===== config.mk =====
export PLATFORM = sky130hd
export DESIGN_NAME = dmem_cache_responder_flat
export DESIGN_NICKNAME = d
export VERILOG_FILES = /design/src/rtl/dmem_cache_responder_pkg.sv /design/src/rtl/dmem_cache_responder_if.sv /design/src/rtl/dmem_cache_responder_line_array.sv /design/src/rtl/dmem_cache_responder.sv /design/src/flat_wrapper.sv
export SDC_FILE = /design/constraint.sdc
export NUM_CORES = 1
export LEC_CHECK = 0
export CORE_MARGIN = 2
export CORE_UTILIZATION = 41
export CTS_CLUSTER_SIZE = 8
export DETAILED_ROUTE_END_ITERATION = 8
export PLACE_DENSITY = 0.61
export SYNTH_ARGS = -nofsm -noshare
export SYNTH_HDL_FRONTEND = slang
export SYNTH_HIERARCHICAL = 1
export SYNTH_SLANG_ARGS = --single-unit

===== constraint.sdc =====
create_clock -name clk_i -period 7.1 [get_ports clk_i]
set_input_delay 0.71 -clock clk_i [delete_from_list [all_inputs] [get_ports clk_i]]
set_output_delay 0.71 -clock clk_i [all_outputs]
set_load 0.05 [all_outputs]

===== src/rtl/dmem_cache_responder_pkg.sv =====
// Shared definitions for the MEM-stage data cache responder: FSM state
// encoding, bus widths and small address helpers.
package dmem_cache_responder_pkg;

    localparam int ADDR_W         = 32;
    localparam int DATA_W         = 32;
    localparam int DEF_INDEX_BITS = 4;

    typedef enum logic [1:0] {
        ST_IDLE    = 2'd0,
        ST_RD_WAIT = 2'd1,
        ST_WR_WAIT = 2'd2,
        ST_WR_DONE = 2'd3
    } state_e;

    // Tag width left over once the byte offset and index are removed.
    function automatic int tag_bits(input int index_bits);
        return ADDR_W - index_bits - 2;
    endfunction

    // Backing memory is word addressed; byte offset is forced to zero.
    function automatic logic [ADDR_W-1:0] word_align(input logic [ADDR_W-1:0] addr);
        return {addr[ADDR_W-1:2], 2'b00};
    endfunction

endpackage


===== src/rtl/dmem_cache_responder_if.sv =====
// CPU-side and backing-memory-side signals of the data cache responder.
// slave  : the responder's view.
// master : the view of whatever drives the CPU requests and the memory.
interface dmem_cache_responder_if;

    logic [31:0] addr_i;
    logic [31:0] wdata_i;
    logic        MemRead_i;
    logic        MemWrite_i;
    logic [31:0] rdata_o;
    logic        stall_o;
    logic        mem_req_o;
    logic        mem_we_o;
    logic [31:0] mem_addr_o;
    logic [31:0] mem_wdata_o;
    logic [31:0] mem_rdata_i;
    logic        mem_ack_i;

    modport slave (
        input  addr_i, wdata_i, MemRead_i, MemWrite_i, mem_rdata_i, mem_ack_i,
        output rdata_o, stall_o, mem_req_o, mem_we_o, mem_addr_o, mem_wdata_o
    );

    modport master (
        output addr_i, wdata_i, MemRead_i, MemWrite_i, mem_rdata_i, mem_ack_i,
        input  rdata_o, stall_o, mem_req_o, mem_we_o, mem_addr_o, mem_wdata_o
    );

endinterface


===== src/rtl/dmem_cache_responder_line_array.sv =====
// Direct-mapped one-word-per-line storage. Valid bits clear asynchronously
// on reset; tag and data arrays hold their contents (they are meaningless
// until the valid bit is set). One combinational read port, one write port:
// a line write sets valid, tag and data; a data-only write updates the word.
module dcache_line_array #(
    parameter int INDEX_BITS = 4,
    parameter int TAG_W      = 26
) (
    input  logic                  clk_i,
    input  logic                  rst_i,
    input  logic [INDEX_BITS-1:0] i_rd_index,
    output logic                  o_rd_valid,
    output logic [TAG_W-1:0]      o_rd_tag,
    output logic [31:0]           o_rd_data,
    input  logic                  i_wr_en,
    input  logic                  i_wr_line,
    input  logic [INDEX_BITS-1:0] i_wr_index,
    input  logic [TAG_W-1:0]      i_wr_tag,
    input  logic [31:0]           i_wr_data
);

    localparam int LINES = 1 << INDEX_BITS;

    logic [LINES-1:0] r_valid;
    logic [TAG_W-1:0] r_tag  [LINES];
    logic [31:0]      r_data [LINES];

    // Valid bits: cleared by reset, set by a refill line write.
    always_ff @(posedge clk_i or posedge rst_i) begin
        if (rst_i) begin
            r_valid <= {LINES{1'b0}};
        end else if (i_wr_en && i_wr_line) begin
            r_valid[i_wr_index] <= 1'b1;
        end
    end

    // Tag array: only refills change the tag.
    always_ff @(posedge clk_i) begin
        if (i_wr_en && i_wr_line) begin
            r_tag[i_wr_index] <= i_wr_tag;
        end
    end

    // Data array: written by refills and by write-through store hits.
    always_ff @(posedge clk_i) begin
        if (i_wr_en) begin
            r_data[i_wr_index] <= i_wr_data;
        end
    end

    assign o_rd_valid = r_valid[i_rd_index];
    assign o_rd_tag   = r_tag[i_rd_index];
    assign o_rd_data  = r_data[i_rd_index];

endmodule


===== src/rtl/dmem_cache_responder.sv =====
// MEM-stage data responder: direct-mapped, write-through, no-write-allocate
// word cache in front of a variable-latency memory port. Read hits finish
// in the request cycle; misses and all stores stall the pipeline until the
// memory acknowledges. Stores retire in a one-cycle WR_DONE state.
module dmem_cache_responder
    import dmem_cache_responder_pkg::*;
#(
    parameter int INDEX_BITS = DEF_INDEX_BITS
) (
    input  logic                    clk_i,
    input  logic                    rst_i,
    dmem_cache_responder_if.slave   bus
);

    localparam int TAG_W = tag_bits(INDEX_BITS);

    state_e                r_state;
    state_e                w_state_nxt;
    logic [31:0]           r_mem_addr;
    logic [31:0]           w_mem_addr_nxt;
    logic [31:0]           r_mem_wdata;
    logic [31:0]           w_mem_wdata_nxt;
    logic                  r_mem_we;
    logic                  w_mem_we_nxt;

    logic [29:0]           w_lookup_word;
    logic [INDEX_BITS-1:0] w_rd_index;
    logic [TAG_W-1:0]      w_lookup_tag;
    logic                  w_line_valid;
    logic [TAG_W-1:0]      w_line_tag;
    logic [31:0]           w_line_data;
    logic                  w_hit;

    logic                  w_wr_en;
    logic                  w_wr_line;
    logic [31:0]           w_wr_data;
    logic [INDEX_BITS-1:0] w_wr_index;
    logic [TAG_W-1:0]      w_wr_tag;

    logic                  w_stall;
    logic                  w_mem_req;
    logic [31:0]           w_rdata;

    // Lookup address: the pending store's address while waiting on its ack
    // (write-through hit test), otherwise the live CPU address.
    always_comb begin
        if (r_state == ST_WR_WAIT) begin
            w_lookup_word = r_mem_addr[31:2];
        end else begin
            w_lookup_word = bus.addr_i[31:2];
        end
    end

    assign w_rd_index   = w_lookup_word[INDEX_BITS-1:0];
    assign w_lookup_tag = w_lookup_word[29:INDEX_BITS];
    assign w_hit        = w_line_valid && (w_line_tag == w_lookup_tag);

    // Refills and store updates always target the registered request address.
    assign w_wr_index = r_mem_addr[INDEX_BITS+1:2];
    assign w_wr_tag   = r_mem_addr[31:INDEX_BITS+2];

    dcache_line_array #(
        .INDEX_BITS (INDEX_BITS),
        .TAG_W      (TAG_W)
    ) u_lines (
        .clk_i      (clk_i),
        .rst_i      (rst_i),
        .i_rd_index (w_rd_index),
        .o_rd_valid (w_line_valid),
        .o_rd_tag   (w_line_tag),
        .o_rd_data  (w_line_data),
        .i_wr_en    (w_wr_en),
        .i_wr_line  (w_wr_line),
        .i_wr_index (w_wr_index),
        .i_wr_tag   (w_wr_tag),
        .i_wr_data  (w_wr_data)
    );

    // Next-state, request capture, array write control and stall decode.
    always_comb begin
        w_state_nxt     = r_state;
        w_mem_addr_nxt  = r_mem_addr;
        w_mem_wdata_nxt = r_mem_wdata;
        w_mem_we_nxt    = r_mem_we;
        w_wr_en         = 1'b0;
        w_wr_line       = 1'b0;
        w_wr_data       = r_mem_wdata;
        w_stall         = 1'b0;

        case (r_state)
            ST_IDLE: begin
                // Store wins if both requests are (illegally) raised together.
                if (bus.MemWrite_i) begin
                    w_state_nxt     = ST_WR_WAIT;
                    w_mem_addr_nxt  = word_align(bus.addr_i);
                    w_mem_wdata_nxt = bus.wdata_i;
                    w_mem_we_nxt    = 1'b1;
                    w_stall         = 1'b1;
                end else if (bus.MemRead_i && !w_hit) begin
                    w_state_nxt    = ST_RD_WAIT;
                    w_mem_addr_nxt = word_align(bus.addr_i);
                    w_mem_we_nxt   = 1'b0;
                    w_stall        = 1'b1;
                end else begin
                    w_state_nxt = ST_IDLE;
                end
            end
            ST_RD_WAIT: begin
                w_stall = 1'b1;
                if (bus.mem_ack_i) begin
                    w_wr_en     = 1'b1;
                    w_wr_line   = 1'b1;
                    w_wr_data   = bus.mem_rdata_i;
                    w_state_nxt = ST_IDLE;
                end else begin
                    w_state_nxt = ST_RD_WAIT;
                end
            end
            ST_WR_WAIT: begin
                w_stall = 1'b1;
                if (bus.mem_ack_i) begin
                    w_state_nxt = ST_WR_DONE;
                    // Update only a resident line; misses do not allocate.
                    if (w_hit) begin
                        w_wr_en   = 1'b1;
                        w_wr_line = 1'b0;
                        w_wr_data = r_mem_wdata;
                    end else begin
                        w_wr_en = 1'b0;
                    end
                end else begin
                    w_state_nxt = ST_WR_WAIT;
                end
            end
            ST_WR_DONE: begin
                w_state_nxt = ST_IDLE;
            end
            default: begin
                w_state_nxt = ST_IDLE;
            end
        endcase
    end

    // State and memory-request registers.
    always_ff @(posedge clk_i or posedge rst_i) begin
        if (rst_i) begin
            r_state     <= ST_IDLE;
            r_mem_addr  <= 32'h0000_0000;
            r_mem_wdata <= 32'h0000_0000;
            r_mem_we    <= 1'b0;
        end else begin
            r_state     <= w_state_nxt;
            r_mem_addr  <= w_mem_addr_nxt;
            r_mem_wdata <= w_mem_wdata_nxt;
            r_mem_we    <= w_mem_we_nxt;
        end
    end

    // Memory request is a pure decode of the registered state, so it drops
    // as soon as reset forces the state back to IDLE.
    always_comb begin
        if ((r_state == ST_RD_WAIT) || (r_state == ST_WR_WAIT)) begin
            w_mem_req = 1'b1;
        end else begin
            w_mem_req = 1'b0;
        end
    end

    // Load data: the addressed word on a hit, zero otherwise.
    always_comb begin
        if (w_hit) begin
            w_rdata = w_line_data;
        end else begin
            w_rdata = 32'h0000_0000;
        end
    end

    assign bus.rdata_o     = w_rdata;
    assign bus.stall_o     = w_stall;
    assign bus.mem_req_o   = w_mem_req;
    assign bus.mem_we_o    = r_mem_we;
    assign bus.mem_addr_o  = r_mem_addr;
    assign bus.mem_wdata_o = r_mem_wdata;

endmodule


===== src/flat_wrapper.sv =====
// flat-port wrapper written by rule: the top's interface ports become plain ports
module dmem_cache_responder_flat import dmem_cache_responder_pkg::*;
#(
    parameter int INDEX_BITS = DEF_INDEX_BITS
)
  (clk_i, rst_i, bus_addr_i, bus_wdata_i, bus_MemRead_i, bus_MemWrite_i, bus_mem_rdata_i, bus_mem_ack_i, bus_rdata_o, bus_stall_o, bus_mem_req_o, bus_mem_we_o, bus_mem_addr_o, bus_mem_wdata_o);
  dmem_cache_responder_if bus_i ();
  input  logic clk_i;
  input  logic rst_i;
  input wire logic [$bits(bus_i.addr_i)-1:0] bus_addr_i;
  input wire logic [$bits(bus_i.wdata_i)-1:0] bus_wdata_i;
  input wire logic [$bits(bus_i.MemRead_i)-1:0] bus_MemRead_i;
  input wire logic [$bits(bus_i.MemWrite_i)-1:0] bus_MemWrite_i;
  input wire logic [$bits(bus_i.mem_rdata_i)-1:0] bus_mem_rdata_i;
  input wire logic [$bits(bus_i.mem_ack_i)-1:0] bus_mem_ack_i;
  output wire logic [$bits(bus_i.rdata_o)-1:0] bus_rdata_o;
  output wire logic [$bits(bus_i.stall_o)-1:0] bus_stall_o;
  output wire logic [$bits(bus_i.mem_req_o)-1:0] bus_mem_req_o;
  output wire logic [$bits(bus_i.mem_we_o)-1:0] bus_mem_we_o;
  output wire logic [$bits(bus_i.mem_addr_o)-1:0] bus_mem_addr_o;
  output wire logic [$bits(bus_i.mem_wdata_o)-1:0] bus_mem_wdata_o;
  assign bus_i.addr_i = bus_addr_i;
  assign bus_i.wdata_i = bus_wdata_i;
  assign bus_i.MemRead_i = bus_MemRead_i;
  assign bus_i.MemWrite_i = bus_MemWrite_i;
  assign bus_i.mem_rdata_i = bus_mem_rdata_i;
  assign bus_i.mem_ack_i = bus_mem_ack_i;
  assign bus_rdata_o = bus_i.rdata_o;
  assign bus_stall_o = bus_i.stall_o;
  assign bus_mem_req_o = bus_i.mem_req_o;
  assign bus_mem_we_o = bus_i.mem_we_o;
  assign bus_mem_addr_o = bus_i.mem_addr_o;
  assign bus_mem_wdata_o = bus_i.mem_wdata_o;
  dmem_cache_responder #(.INDEX_BITS(INDEX_BITS)) u_core (.clk_i(clk_i), .rst_i(rst_i), .bus(bus_i));
endmodule

# Word-level counts from Yosys, hierarchy flattened
# Memory sizes are Yosys's and may differ from the RTL's.
# Cells that the tools add are included.
[word_totals]
regBits = 83
ramBits = 928
input_bits = 101
out_inout_bits = 99
word_cells = 56
mem_count = 2
[classes]
n_lt_le_gt_ge = 3
eq_ne = 4
muxes = 30
bitwise_logic = 1
reduce_logical = 11
[memory_table]
columns = ["memory", "words", "word_bits", "read_ports", "rd_clocked_by_memory_dff", "write_ports", "line_no", "rtl"]
rows = [
  ["u_core.u_lines.r_data", 16, 32, 1, 0, 1, "dmem_cache_responder_line_array.sv:26", "logic [31:0] r_data [LINES];"],
  ["u_core.u_lines.r_tag", 16, 26, 1, 0, 1, "dmem_cache_responder_line_array.sv:25", "logic [TAG_W-1:0] r_tag [LINES];"],
]
[op_table]
columns = ["op", "n"]
rows = [
  ["$mux W32", 5],
  ["$mux W30", 1],
  ["$eq A26 B26 Y1", 1],
  ["$mux W1", 18],
  ["$or A16 B16 Y16", 1],
  ["$lt A4 B5 Y1 const B", 2],
  ["$pmux W2 S4", 1],
  ["$bmux W1 S4", 1],
  ["$demux W1 S4", 1],
  ["$eq A2 B2 Y1 const B", 2],
  ["$ge A4 B1 Y1 const B", 1],
  ["$logic_and A1 B1 Y1", 4],
  ["$pmux W1 S2", 2],
  ["$reduce_and A2 Y1", 2],
  ["$eq A2 B1 Y1 const B", 1],
  ["$logic_not A2 Y1", 1],
  ["$mux W2", 1],
  ["$reduce_bool A2 Y1", 1],
  ["$reduce_or A2 Y1", 1],
  ["$logic_not A1 Y1", 1],
  ["$logic_or A1 B1 Y1", 1],
]

# Logic depth before layout (Yosys ltp)
[logic_depth]
depth_word = 11
ltp_mapped = 20
depth_no_buf = 14

# By module
# Netlist, hierarchy kept.
[by_module_without_submodules]
columns = ["module", "instances", "cells_each", "area_per_inst_um2", "seq_area_each_um2"]
rows = [
  ["dcache_line_array", 1, 1504, 35404.0, 28267.1],
  ["dmem_cache_responder", 1, 306, 3847.4, 1626.6],
]

# Worst setup path before layout
# Ideal clock, no wire load.
[synth_timing]
path_kind = "register to register"
start = "reg u_core.r_state[0]"
end = "mem u_core.u_lines.r_data[0][0] (enable)"
setup_time_ns = 0.461
t_arrival_ns = 6.568
required_ns = 6.639
path_slack_ns = 0.071
path_stages_with_launch = 19
path_buffers = 5
synth_period_minus_slack_ns = 7.029
cell_sequence = "dfrtp_1 > inv_1 > ha_1 > buf_6 > clkbuf_1 > mux2_2 > buf_2 > buf_2 > mux4_2 > a22oi_1 > nand2_1 > xnor2_1 > or4_1 > nor2_1 > nand4bb_1 > o2bb2ai_1 > or3b_2 > clkbuf_1 > nor3_1"
[synth_between]
elab_chain_cells = 10
word_cells_on_any_way = 13
cone_classes = "3 x eq/ne; 8 x mux; 1 x reduce/logical; 1 x memory"
[synth_lines]
columns = ["item", "line_no", "rtl"]
rows = [
  ["start, declared", "dmem_cache_responder.sv:17", "state_e r_state;"],
  ["start signal, assigned", "dmem_cache_responder.sv:152", "r_state <= w_state_nxt;"],
  ["$eq A2 B2 Y1", "dmem_cache_responder.sv:47", "if (r_state == ST_WR_WAIT) begin"],
  ["$mux W30", "dmem_cache_responder.sv:47", ""],
  ["net u_core.w_lookup_word[0]", "dmem_cache_responder.sv:26", "logic [29:0] w_lookup_word;"],
  ["$mem_v2 Z16 W26", "--", ""],
  ["net u_core.w_line_tag[13]", "dmem_cache_responder.sv:30", "logic [TAG_W-1:0] w_line_tag;"],
  ["$eq A26 B26 Y1", "dmem_cache_responder.sv:56", "assign w_hit = w_line_valid && (w_line_tag == w_lookup_tag);"],
  ["$logic_and A1 B1 Y1", "dmem_cache_responder.sv:56", ""],
  ["$mux W1", "dmem_cache_responder.sv:124", "if (w_hit) begin"],
  ["$mux W1", "dmem_cache_responder.sv:121", "if (bus.mem_ack_i) begin"],
  ["$pmux W1 S2", "dmem_cache_responder.sv:90", "case (r_state)"],
  ["net u_core.w_wr_en", "dmem_cache_responder.sv:34", "logic w_wr_en;"],
  ["$mux W1", "dmem_cache_responder_line_array.sv:46", "if (i_wr_en) begin"],
  ["$mux W1 (not written as such)", "dmem_cache_responder_line_array.sv:47", "r_data[i_wr_index] <= i_wr_data;"],
  ["end, declared", "dmem_cache_responder_line_array.sv:26", ""],
]
# The timed path passes the listed nets, and every way through them passes these cells. The select of a mux whose other input is x is not followed.

# Worst setup path after layout
[layout_timing]
start = "reg u_core.r_state[0]"
end = "out bus_rdata_o[19]"
[layout_between]
elab_chain_cells = 6
word_cells_on_any_way = 9
cone_classes = "2 x eq/ne; 4 x mux; 1 x reduce/logical; 2 x memory"
[layout_lines]
columns = ["item", "line_no", "rtl"]
rows = [
  ["$eq A2 B2 Y1", "dmem_cache_responder.sv:47", ""],
  ["$mux W30", "dmem_cache_responder.sv:47", ""],
  ["net u_core.w_lookup_word[0]", "dmem_cache_responder.sv:26", ""],
  ["$mem_v2 Z16 W26", "--", ""],
  ["net u_core.w_line_tag[13]", "dmem_cache_responder.sv:30", ""],
  ["$eq A26 B26 Y1", "dmem_cache_responder.sv:56", ""],
  ["$logic_and A1 B1 Y1", "dmem_cache_responder.sv:56", ""],
  ["$mux W32", "dmem_cache_responder.sv:171", "if (w_hit) begin"],
  ["end, declared", "flat_wrapper.sv:16", "output wire logic [$bits(bus_i.rdata_o)-1:0] bus_rdata_o;"],
]
# The timed path passes the listed nets, and every way through them passes these cells. The select of a mux whose other input is x is not followed.

==> reports/qor.csv <==
stage,metric,value,unit
floorplanning,coreArea,94900,sq um
layout,final_common_cell,edfxtp_1,
global_route,grt_pass1_vias,20700,
critical_path,path_cells,inv_1 -> ha_2 -> mux2_8 -> buf_12 -> mux4_2 -> a22oi_1 -> nand2_1 -> xnor2_1 -> nor4b_1 -> nand4_1 -> nor2_4 -> buf_12 -> and2_1 -> clkdlybuf4s50_1,
sta,fmax,154,MHz
clock_network,clk_latency,0.72,ns
layout,insertedDiodeCount,0,
routing,antenna_left,0,
floorplanning,die-area,98200,sq um
layout,layout_common_cells,"edfxtp_1 (928), mux4_2 (236), clkdlybuf4s50_1 (177)",
clock_network,cts-root-buf,clkbuf_16,
placed_design,gp_congestion,0.748,
routing,drtPass1Iterations,5,
global_route,grt_overflow,0,
routing,viasPerCell,5.58,
layout,drive_gt1_share,29.0,%
routing,wire_per_inst,27.2,um
power_and_ir_drop,peakVddDrop,0.339,mV
power_and_ir_drop,power.switching,6.32,mW
synth,netlist_instances,1810,
critical_path,crit_top_cell,buf_12,
global_route,grt_pass1_wl,139000,um
power_and_ir_drop,clock_power_share,31.4,%
critical_path,critPathArrivalTime,5.80,ns
sta,finClkSkew,0.0249,ns
sta,hold_viol_final,0,
clock_network,tritoncts,built,
power_and_ir_drop,p_comb_share,28.2,%
layout,syn_to_final_growth,21.6,%
critical_path,crit_required,6.39,ns
layout,stdcell_area,47700,sq um
power_and_ir_drop,power_density,421,nW/um^2
power_and_ir_drop,total_power,20.1,mW
floorplanning,die_h,313,um
synth,ys.flop_type,edfxtp_1,
placed_design,placed_area,43500,sq um
sta,drv_slew,0,
routing,drtIter0Drc,1793,
power_and_ir_drop,seq_power_share,40.4,%
synth,syn_area,39300,sq um
worst_hold_path,holdCritPathClass,in -> async,
power_and_ir_drop,internal_power,13.8,mW
routing,drc,0,
critical_path,crit_fanout,72,
power_and_ir_drop,leakagePower,15.6,nW
clock_network,cts_hold_repair.buffers,0,
global_route,antenna_found_initial,5,
global_route,grt_max_degree,73,
placed_design,hpwl,51700,um
routing,wl,95400,um
sta,relSlewSlack,22.2,%
layout,final_util,50.3,%
critical_path,critPathKind,reg -> out,
sta,period_needed,6.51,ns
critical_path,r2r_cells,15,
synth,ys_async_sr_fraction,8.03,%
clock_network,cts_setup_buffers,0,
sta,rsz0062_at_grt,false,
critical_path,slowest_stage,clkdlybuf4s50_1,
critical_path,worst_setup_path_end_kind,output pin,
synth,avgSynthCellArea,21.7,sq um
critical_path,critPathLaunchType,flop,
synth,ys_ff_latch,1009,
floorplanning,io-pin-count,200,
placed_design,port_buffers,195,
synth,synth_cell_type_count,41,
sta,tns,0,ns
synth,yosysWarningCount,6,
sta,setup_violations,0,
sta,fin_crit_sh,91.7,%
flow_run,cap_viol_max_count,0,
power_and_ir_drop,switching_share,31.4,%
layout,nets,2240,
clock_network,numCtsBuffers,144,
sta,hold_ws,0.416,ns
floorplanning,rows,113,
floorplanning,start_util,41.4,%
routing,via_count,19500,
global_route,grt_usage,19.6,%
synth,synth_edf_count,928,
clock_network,clk_pin_slew,0.05,ns
clock_network,clock_sinks,1009,
clock_network,h-tree-depth,4,
clock_network,cts_buffer_depth,3,
sta,tightestPinTransition,1.17,ns
synth,ys_seq_area_share,76.2,%
outcome,status,"complete, no violations",
critical_path,critical-path-max-stage-delay,0.82,ns
floorplanning,die-width,313,um
clock_network,ctsResizeCount,0,
[worst max-delay path: cells and delay by family, from the launching register on]
family | cells | cell delay (ns)
flops | 1 | 0.40
simple gates | 5 | 1.11
buf+inv | 4 | 1.64
xor+xnor | 1 | 0.15
mux | 2 | 1.03
compound gates | 1 | 0.23
fa+ha+maj | 1 | 0.39
[cell usage after synthesis (all sizes together) (2+ instances only)]
library cell  count  area [sq um]
edfxtp          928         27900
mux4            236          5320
a22oi           118           886
mux2             99          1110
dfrtp            81          2030
nand2            62           233
buf              55           337
clkbuf           46           173
and2             34           213
nor2             33           124
mux2i            27           270
xnor2            24           210
or2              12          75.1
inv               6          22.5
ha                5          62.6
nor3              5          25.0
nand3             4          20.0
nand3b            4          30.0
nor4              4          25.0
o21bai            4          30.0
a21oi             2          10.0
nand2b            2          12.5
nor2b             2          12.5
nor4b             2          17.5
or4               2          15.0
xor2              2          17.5
[cells by family after synthesis]
kind of cell               after synthesis  share of synthesized area, %
xor gates and xnor gates                26                         0.580
DFF                                   1009                          76.2
adders and majority gates                5                         0.159
buffers and inverters                  107                          1.35
and+or+nand+nor                        171                          2.16
AOI/OAI and AO/OA                      129                          2.50
other                                    1                       0.00955
muxes                                  362                          17.1
[final cells by class]
type | instances | area (sq um)
fillers | 7469 | 47100
flip-flops and latches | 1009 | 29900
multi-input cells | 695 | 9130
clock buffers | 238 | 4060
repair buffers | 278 | 2910
well taps | 1265 | 1580
clock inverters | 11 | 149
inverters | 6 | 23.8
[state kept, by name, indices dropped and copies added, names as in the netlist]
register and count:
u_core/bus.mem_addr_o 30, u_core/bus.mem_wdata_o 32, u_core/bus.mem_we_o 1, u_core/r_state 2, u_core/u_lines/r_data 512, u_core/u_lines/r_tag 416, u_core/u_lines/r_valid 16
[layer usage]
| layer | vias up | part of all wire [%] | GRT usage, % |
|---|---|---|---|
| met3 | 158 | 7.2 | 4.04 |
| met2 | 783 | 48 | 31.1 |
| met5 | - | 0.050 | 0 |
| li1 | 8203 | - | - |
| met1 | 10400 | 42 | 27.4 |
| met4 | 8 | 2.0 | 5.87 |
[final timing paths]
kind | from | to | slack [ns]
min in group clk_i | u_core/u_lines/r_valid[10]$_DFFE_PP0P_ | u_core/u_lines/r_valid[10]$_DFFE_PP0P_ | 0.46
hold reg to reg | u_core/u_lines/r_valid[10]$_DFFE_PP0P_ | u_core/u_lines/r_valid[10]$_DFFE_PP0P_ | 0.46
setup reg to reg | u_core/r_state[0]$_DFF_PP0_ | u_core/u_lines/r_data[0][4]$_DFFE_PP_ | 0.97
hold / removal | rst_i | u_core/bus.mem_addr_o[28]$_DFFE_PP0P_ | 0.42
setup / recovery | u_core/r_state[0]$_DFF_PP0_ | bus_rdata_o[19] | 0.59
max in group asynchronous | rst_i | u_core/bus.mem_wdata_o[20]$_DFFE_PP0P_ | 5.39
[through the flow]
step	std cells	setup slack [ns]
2_1_floorplan	1811	0.0709
3_3_place_gp	3253	0.791
3_5_place_dp	3253	0.713
4_1_cts	3502	0.486
5_1_grt	3502	0.255
6_report	3502	0.587
[power by group through the flow]
stage	logic (mW)	registers [mW]	clock network, mW
final	5.67	8.13	6.31
after global placement	5.62	8.20	0
after global routing	6.02	8.21	6.70
after detailed placement	5.72	8.25	0
after floorplan	3.32	8.69	0
after CTS	5.74	8.15	6.44
No activity file was read; power rests on OpenSTA's default activity.
